[config.mk]
export PLATFORM = sky130hd
export DESIGN_NAME = axi_mem_slave
export DESIGN_NICKNAME = d
export VERILOG_FILES = /design/src/rtl/axi_mem_pkg.sv /design/src/rtl/axi_mem_array.sv /design/src/rtl/axi_mem_slave.sv
export SDC_FILE = /design/constraint.sdc
export NUM_CORES = 2
export LEC_CHECK = 0
export BUFFER_PORTS_ARGS = -buffer_cell sky130_fd_sc_hd__clkbuf_2
export CAP_MARGIN = 20
export CORE_MARGIN = 3
export CORE_UTILIZATION = 45
export CTS_BUF_LIST = sky130_fd_sc_hd__clkbuf_16
export DETAILED_ROUTE_END_ITERATION = 8
export PLACE_DENSITY_LB_ADDON = 0.25
export SYNTH_ARGS = -nofsm -noshare
export SYNTH_HDL_FRONTEND = slang
export SYNTH_SLANG_ARGS = --single-unit
[constraint.sdc]
create_clock -name clk -period 2.6 [get_ports clk]
set_input_delay 0.26 -clock clk [delete_from_list [all_inputs] [get_ports clk]]
set_output_delay 0.26 -clock clk [all_outputs]
set_load 0.1 [all_outputs]
[src/rtl/axi_mem_pkg.sv]
// axi_mem_pkg: state encodings, bus field positions and response codes for axi_mem_slave
package axi_mem_pkg;
   typedef enum logic {R_IDLE, R_DATA} rd_state_t;
   typedef enum logic [1:0] {W_IDLE, W_DATA, W_RESP} wr_state_t;
   localparam int AR_ADDR_MSB = 15;
   localparam int AR_ADDR_LSB = 8;
   localparam int AR_LEN_MSB  = 7;
   localparam int AR_LEN_LSB  = 4;
   localparam int AR_ID_MSB   = 3;
   localparam int AR_ID_LSB   = 0;
   localparam int AW_ADDR_MSB = 11;
   localparam int AW_ADDR_LSB = 4;
   localparam int AW_ID_MSB   = 3;
   localparam int AW_ID_LSB   = 0;
   localparam logic RESP_OK  = 1'b0;
   localparam logic RESP_ERR = 1'b1;
endpackage

[src/rtl/axi_mem_array.sv]
// axi_mem_array: DEPTH x 8 byte store, synchronous write port, asynchronous read port
module axi_mem_array #(
   parameter int DEPTH = 256
) (
   input  logic       clk,
   input  logic       i_we,
   input  logic [7:0] i_waddr,
   input  logic [7:0] i_wdata,
   input  logic [7:0] i_raddr,
   output logic [7:0] o_rdata
);
   logic [7:0] r_mem [DEPTH];
   always_ff @(posedge clk)
      if (i_we) r_mem[i_waddr] <= i_wdata;
   assign o_rdata = r_mem[i_raddr];
endmodule

[src/rtl/axi_mem_slave.sv]
// axi_mem_slave: byte memory slave with independent read (AR/R) and write (AW/W/B) burst FSMs
module axi_mem_slave
   import axi_mem_pkg::*;
#(
   parameter int DEPTH      = 256,
   parameter int MAX_WBEATS = 16
) (
   input  logic        clk,
   input  logic        rst,
   input  logic        ARVALID,
   input  logic [15:0] ARBUS,
   output logic        ARREADY,
   output logic        RVALID,
   input  logic        RREADY,
   output logic [8:0]  RBUS,
   output logic        RLAST,
   input  logic        AWVALID,
   input  logic [11:0] AWBUS,
   output logic        AWREADY,
   input  logic        WVALID,
   input  logic [7:0]  WDATA,
   input  logic        WLAST,
   output logic        WREADY,
   output logic        BVALID,
   input  logic        BREADY,
   output logic [4:0]  BRESP
);
   localparam logic [7:0] W_LAST_OK = 8'(MAX_WBEATS - 1);
   rd_state_t r_rstate, w_rnext;
   wr_state_t r_wstate, w_wnext;
   logic [7:0] r_raddr, r_waddr, r_wbeat, w_rdata;
   logic [3:0] r_rlen, r_rbeat, r_wid;
   logic       r_werr, w_rlast, w_roor, w_woor, w_wfire;
   logic       w_unused_arid;

   // the R bus has no ID field, so ARID is never needed
   assign w_unused_arid = ^ARBUS[AR_ID_MSB:AR_ID_LSB];

   axi_mem_array #(.DEPTH(DEPTH)) u_array (
      .clk     (clk),
      .i_we    (w_wfire && !w_woor),
      .i_waddr (r_waddr),
      .i_wdata (WDATA),
      .i_raddr (r_raddr),
      .o_rdata (w_rdata)
   );

   always_comb begin
      ARREADY = r_rstate == R_IDLE;
      RVALID  = r_rstate == R_DATA;
      w_rlast = r_rbeat == r_rlen;
      w_roor  = 32'(r_raddr) >= DEPTH;
      RLAST   = RVALID && w_rlast;
      RBUS    = RVALID ? {w_roor ? 8'h00 : w_rdata, w_roor ? RESP_ERR : RESP_OK} : 9'd0;
      w_rnext = ARREADY ? (ARVALID ? R_DATA : R_IDLE) : ((RREADY && w_rlast) ? R_IDLE : R_DATA);
   end

   always_comb begin
      AWREADY = r_wstate == W_IDLE;
      WREADY  = r_wstate == W_DATA;
      BVALID  = r_wstate == W_RESP;
      BRESP   = BVALID ? {r_wid, r_werr} : 5'd0;
      w_wfire = WREADY && WVALID;
      w_woor  = 32'(r_waddr) >= DEPTH;
      w_wnext = AWREADY ? (AWVALID ? W_DATA : W_IDLE)
              : WREADY ? ((w_wfire && WLAST) ? W_RESP : W_DATA)
              : (BREADY ? W_IDLE : W_RESP);
   end

   always_ff @(posedge clk or posedge rst) begin
      if (rst) begin
         r_rstate <= R_IDLE;
         r_wstate <= W_IDLE;
      end else begin
         r_rstate <= w_rnext;
         r_wstate <= w_wnext;
      end
   end

   always_ff @(posedge clk or posedge rst) begin
      if (rst) begin
         r_raddr <= '0;
         r_rlen  <= '0;
         r_rbeat <= '0;
         r_waddr <= '0;
         r_wid   <= '0;
         r_wbeat <= '0;
         r_werr  <= RESP_OK;
      end else begin
         if (ARREADY && ARVALID) begin
            r_raddr <= ARBUS[AR_ADDR_MSB:AR_ADDR_LSB];
            r_rlen  <= ARBUS[AR_LEN_MSB:AR_LEN_LSB];
            r_rbeat <= '0;
         end else if (RVALID && RREADY) begin
            r_raddr <= r_raddr + 8'd1;
            r_rbeat <= r_rbeat + 4'd1;
         end
         if (AWREADY && AWVALID) begin
            r_waddr <= AWBUS[AW_ADDR_MSB:AW_ADDR_LSB];
            r_wid   <= AWBUS[AW_ID_MSB:AW_ID_LSB];
            r_wbeat <= '0;
            r_werr  <= RESP_OK;
         end else if (w_wfire) begin
            r_waddr <= r_waddr + 8'd1;
            r_wbeat <= r_wbeat + 8'd1;
            // dropped out-of-range bytes and over-long bursts both make the response sticky-bad
            if (w_woor || (r_wbeat == W_LAST_OK && !WLAST)) r_werr <= RESP_ERR;
         end
      end
   end
endmodule

==> results.py <==
metrics = {
    "clock_tree": {
        "cts.clk_slew.worst_paths_ns": 0.06,
        "cts_tree": "yes",
        "clockBufferDepth": 3,
        "cts_buffers": 206,
        "cts-root-buf": "clkbuf_16",
        "cts_num_sinks": 2088,
        "insertion_delay_ns": 0.83,
        "cts.htree.levels": 4,
    },
    "critical_path": {
        "path_max_fanout": 7,
        "cp_common_cell": "buf_12",
        "crit_path_top_delay_cell": "dfrtp_4",
        "critPathCaptureType": "output pin",
        "arrival_ns": 4.00,
        "slowest_delay_ns": 0.58,
        "crit_chain": "buf_12, buf_16, nand2b_4, buf_8, o221ai_4, a21oi_2, o211ai_1, nand4_1, buf_4, o22ai_4, buf_12",
        "crit_path_start_kind": "register",
        "criticalPathCategory": "register to output pin",
        "required_ns": 2.34,
    },
    "routing": {
        "firstDrtPassIters": 5,
        "num_vias": 43570,
        "ant_nets": 0,
        "routed_wl_mm": 219.4,
        "wl_per_cell_um": 29.59,
        "avgViaCountPerCell": 5.875,
        "drc_errors": 0,
        "drtIter0Drc": 5245,
    },
    "timing": {
        "finalHoldViolCount": 0,
        "timing.fmax_ghz": 0.2347,
        "clock-skew-final_ns": 0.03356,
        "finalCritPeriodShare_pct": 163.9,
        "period_minus_slack_ns": 4.261,
        "rsz0062_at_grt": "yes",
        "drv_slew": 0,
        "max_slew_margin_pct": 40.78,
        "fin_ws_ns": -1.661,
        "setup_violations": 8,
        "tightest_slew_ns": 0.8851,
    },
    "outcome": {
        "outcome": "complete, but fails checks",
        "violations": "negative setup slack",
    },
    "global_route": {
        "overflow": 0,
        "antenna_found_initial": 5,
        "grt_pass1_vias": 43920,
        "grt_max_degree": 121,
        "grt_pass1_wl_mm": 316.9,
        "grt_use_total_pct": 23.58,
    },
    "logic_synthesis": {
        "seq_area_frac_synth_pct": 76.03,
        "syn-cell-area_mm2": 0.08220,
        "synth_xor_area_share_pct": 0.1811,
        "yosysWarningCount": 0,
        "synth.distinct_cells": 63,
        "muxShareOfSynthArea_pct": 14.85,
        "synthAdderAreaFrac_pct": 0.1065,
        "synthSimpleGateAreaFrac_pct": 3.167,
        "synth_top_family_by_area": "multiplexers",
        "synth.net_count": 4131,
        "synth_compound_area_share_pct": 3.612,
        "avgSynthCellArea_um2": 20.15,
        "synth_edf_count": 2048,
        "synth.ff_latch_count": 2088,
        "async_flop_share_pct": 1.916,
        "synth-main-ff-cell": "edfxtp_1",
        "syn_inst": 4080,
    },
    "place": {
        "dp_slack_ns": -1.170,
        "gp_congestion": 0.8752,
        "numPortBuffers": 58,
        "post-dp-hpwl_mm": 143.6,
    },
    "floorplanning": {
        "die_h_um": 433.4,
        "core_area_mm2": 0.1811,
        "io_pins": 64,
        "die_w_um": 433.4,
        "die_area_mm2": 0.1878,
        "rows": 156,
        "start_util_pct": 45.38,
    },
    "finish": {
        "area_growth_pct": 19.91,
        "layout_commonest_cell": "edfxtp_1",
        "utilization_pct": 54.42,
        "layout.nets": 4918,
        "layout_common_cells": "edfxtp_1 (2,048), buf_4 (599), mux4_2 (388)",
        "drive_gt1_share_pct": 31.47,
    },
    "run": {
        "maxCapViolCount": 0,
    },
    "power_and_ir_drop": {
        "p_per_area_mw_per_mm2": 1069,
        "power_leakage_nw": 32.92,
        "power_mw": 105.3,
        "ir_worst_vdd_v": 0.001301,
    },
    "hold_path": {
        "hold_path.class": "input port to register",
    },
}
-- where the power goes --
part / total (mW) / internal (mW) / switching, mW
registers: 37.8 / 37.4 / 0.444
logic: 38.8 / 17.3 / 21.4
clock network: 28.7 / 16.2 / 12.5
-- synthesized netlist by cell type (all sizes together), types with 9 or more instances --
library cell  count  share of area (%)
a21oi            52               0.32
o211ai           10              0.097
edfxtp         2048                 75
or2              10              0.076
mux2             15               0.21
o221ai           95                1.0
xor2             12               0.13
o22ai            76               0.58
nand2b           11              0.084
nor3             32               0.19
nor2b            13              0.099
o21ai            56               0.34
a211oi           33               0.30
a22o             18               0.19
mux2i           295                3.6
nand2            87               0.40
mux4            401                 11
a221oi            9               0.10
and2             30               0.23
nand3            44               0.27
a22oi            21               0.19
clkbuf          105               0.48
dfrtp            40                1.2
nor2            303                1.4
o22a             11               0.12
buf             145                1.5
nand4            18               0.14
-- metal layers --
| layer | vias up | part of all wire [%] | routed length [µm] | global-route usage (%) |
|---|---|---|---|---|
| li1 | 18520 | - | - | - |
| met1 | 22850 | 41 | 90360 | 33.64 |
| met2 | 1863 | 48 | 105400 | 37.55 |
| met3 | 334 | 7.4 | 16210 | 3.632 |
| met4 | 0 | 3.4 | 7413 | 7.572 |
| met5 | - | 0 | 0 | 0 |
-- critical path, delay by kind of cell (launching register included) --
kind            cells  cell delay [ns]
flops               1             0.58
compound gates      4             1.03
simple gates        2             0.55
buf+inv             5             0.97
-- path summary, 6_finish.rpt --
| check | cells past startpoint | slack (ns) | startpoint | end |
|---|---|---|---|---|
| max | 11 | -1.66 | r_raddr[0]$_DFFE_PP0P_ | RBUS[2] |
| min | 1 | 0.03 | WDATA[4] | u_array.r_mem[99][4]$_DFFE_PP_ |
| max reg2reg | 6 | 0.16 | r_wstate[1]$_DFF_PP0_ | u_array.r_mem[60][1]$_DFFE_PP_ |
| min reg2reg | 2 | 0.49 | r_wid[2]$_DFFE_PP0P_ | r_wid[2]$_DFFE_PP0P_ |
| max in group asynchronous | 4 | 1.86 | rst | r_rlen[2]$_DFFE_PP0P_ |
| min in group asynchronous | 3 | 0.09 | rst | r_wid[0]$_DFFE_PP0P_ |
-- sequential cells by signal, summed over array words and instances, names as in the netlist --
register and count:
r_wbeat 8, r_rbeat 4, r_raddr 8, r_wstate 2, RVALID 1, r_wid 4
u_array.r_mem 2048, r_waddr 8, r_werr 1, r_rlen 4
-- logic make-up (layout without fill, tap and decap cells) --
logic type,after synthesis,count (layout)
xor+xnor,17,17
buf+inv,258,1221
flops,2088,2088
compound gates,417,417
other cells,1,3
mux,711,711
simple gates,581,581
fa+ha+maj,7,7
-- repair_timing --
item                       in CTS  in global routing
pin swaps                      20                 30
hold endpoints to repair      202                  0
buffers inserted               27                  9
setup endpoints to repair       9                 97
cloned                          5                  0
gates resized for setup        64                 61
hold buffers                   46                  0
-- cell type report --
type | count | area, µm²
Clock buffer | 207 | 5180
Multi-Input combinational cell | 1734 | 18610
Fill cell | 13840 | 82560
Sequential cell | 2088 | 62520
Timing Repair Buffer | 829 | 7910
Antenna cell | 2 | 5.005
Inverter | 8 | 35.03
Clock inverter | 177 | 1353
Tap cell | 2370 | 2965
-- stage by stage --
stage / area [µm²] / TNS [ns] / instances / hold slack (ns)
floorplan: 82360 / -1.510 / 4080 / 0.3564
global placement: 90610 / -7.636 / 6947 / 0.4022
detailed placement: 90610 / -7.663 / 6947 / 0.4103
CTS: 98310 / -13.25 / 7408 / 0.008183
global route: 98570 / -13.25 / 7414 / 0.009945
finish: 98570 / -12.75 / 7415 / 0.02844
No activity file was read; power rests on OpenSTA's default activity.
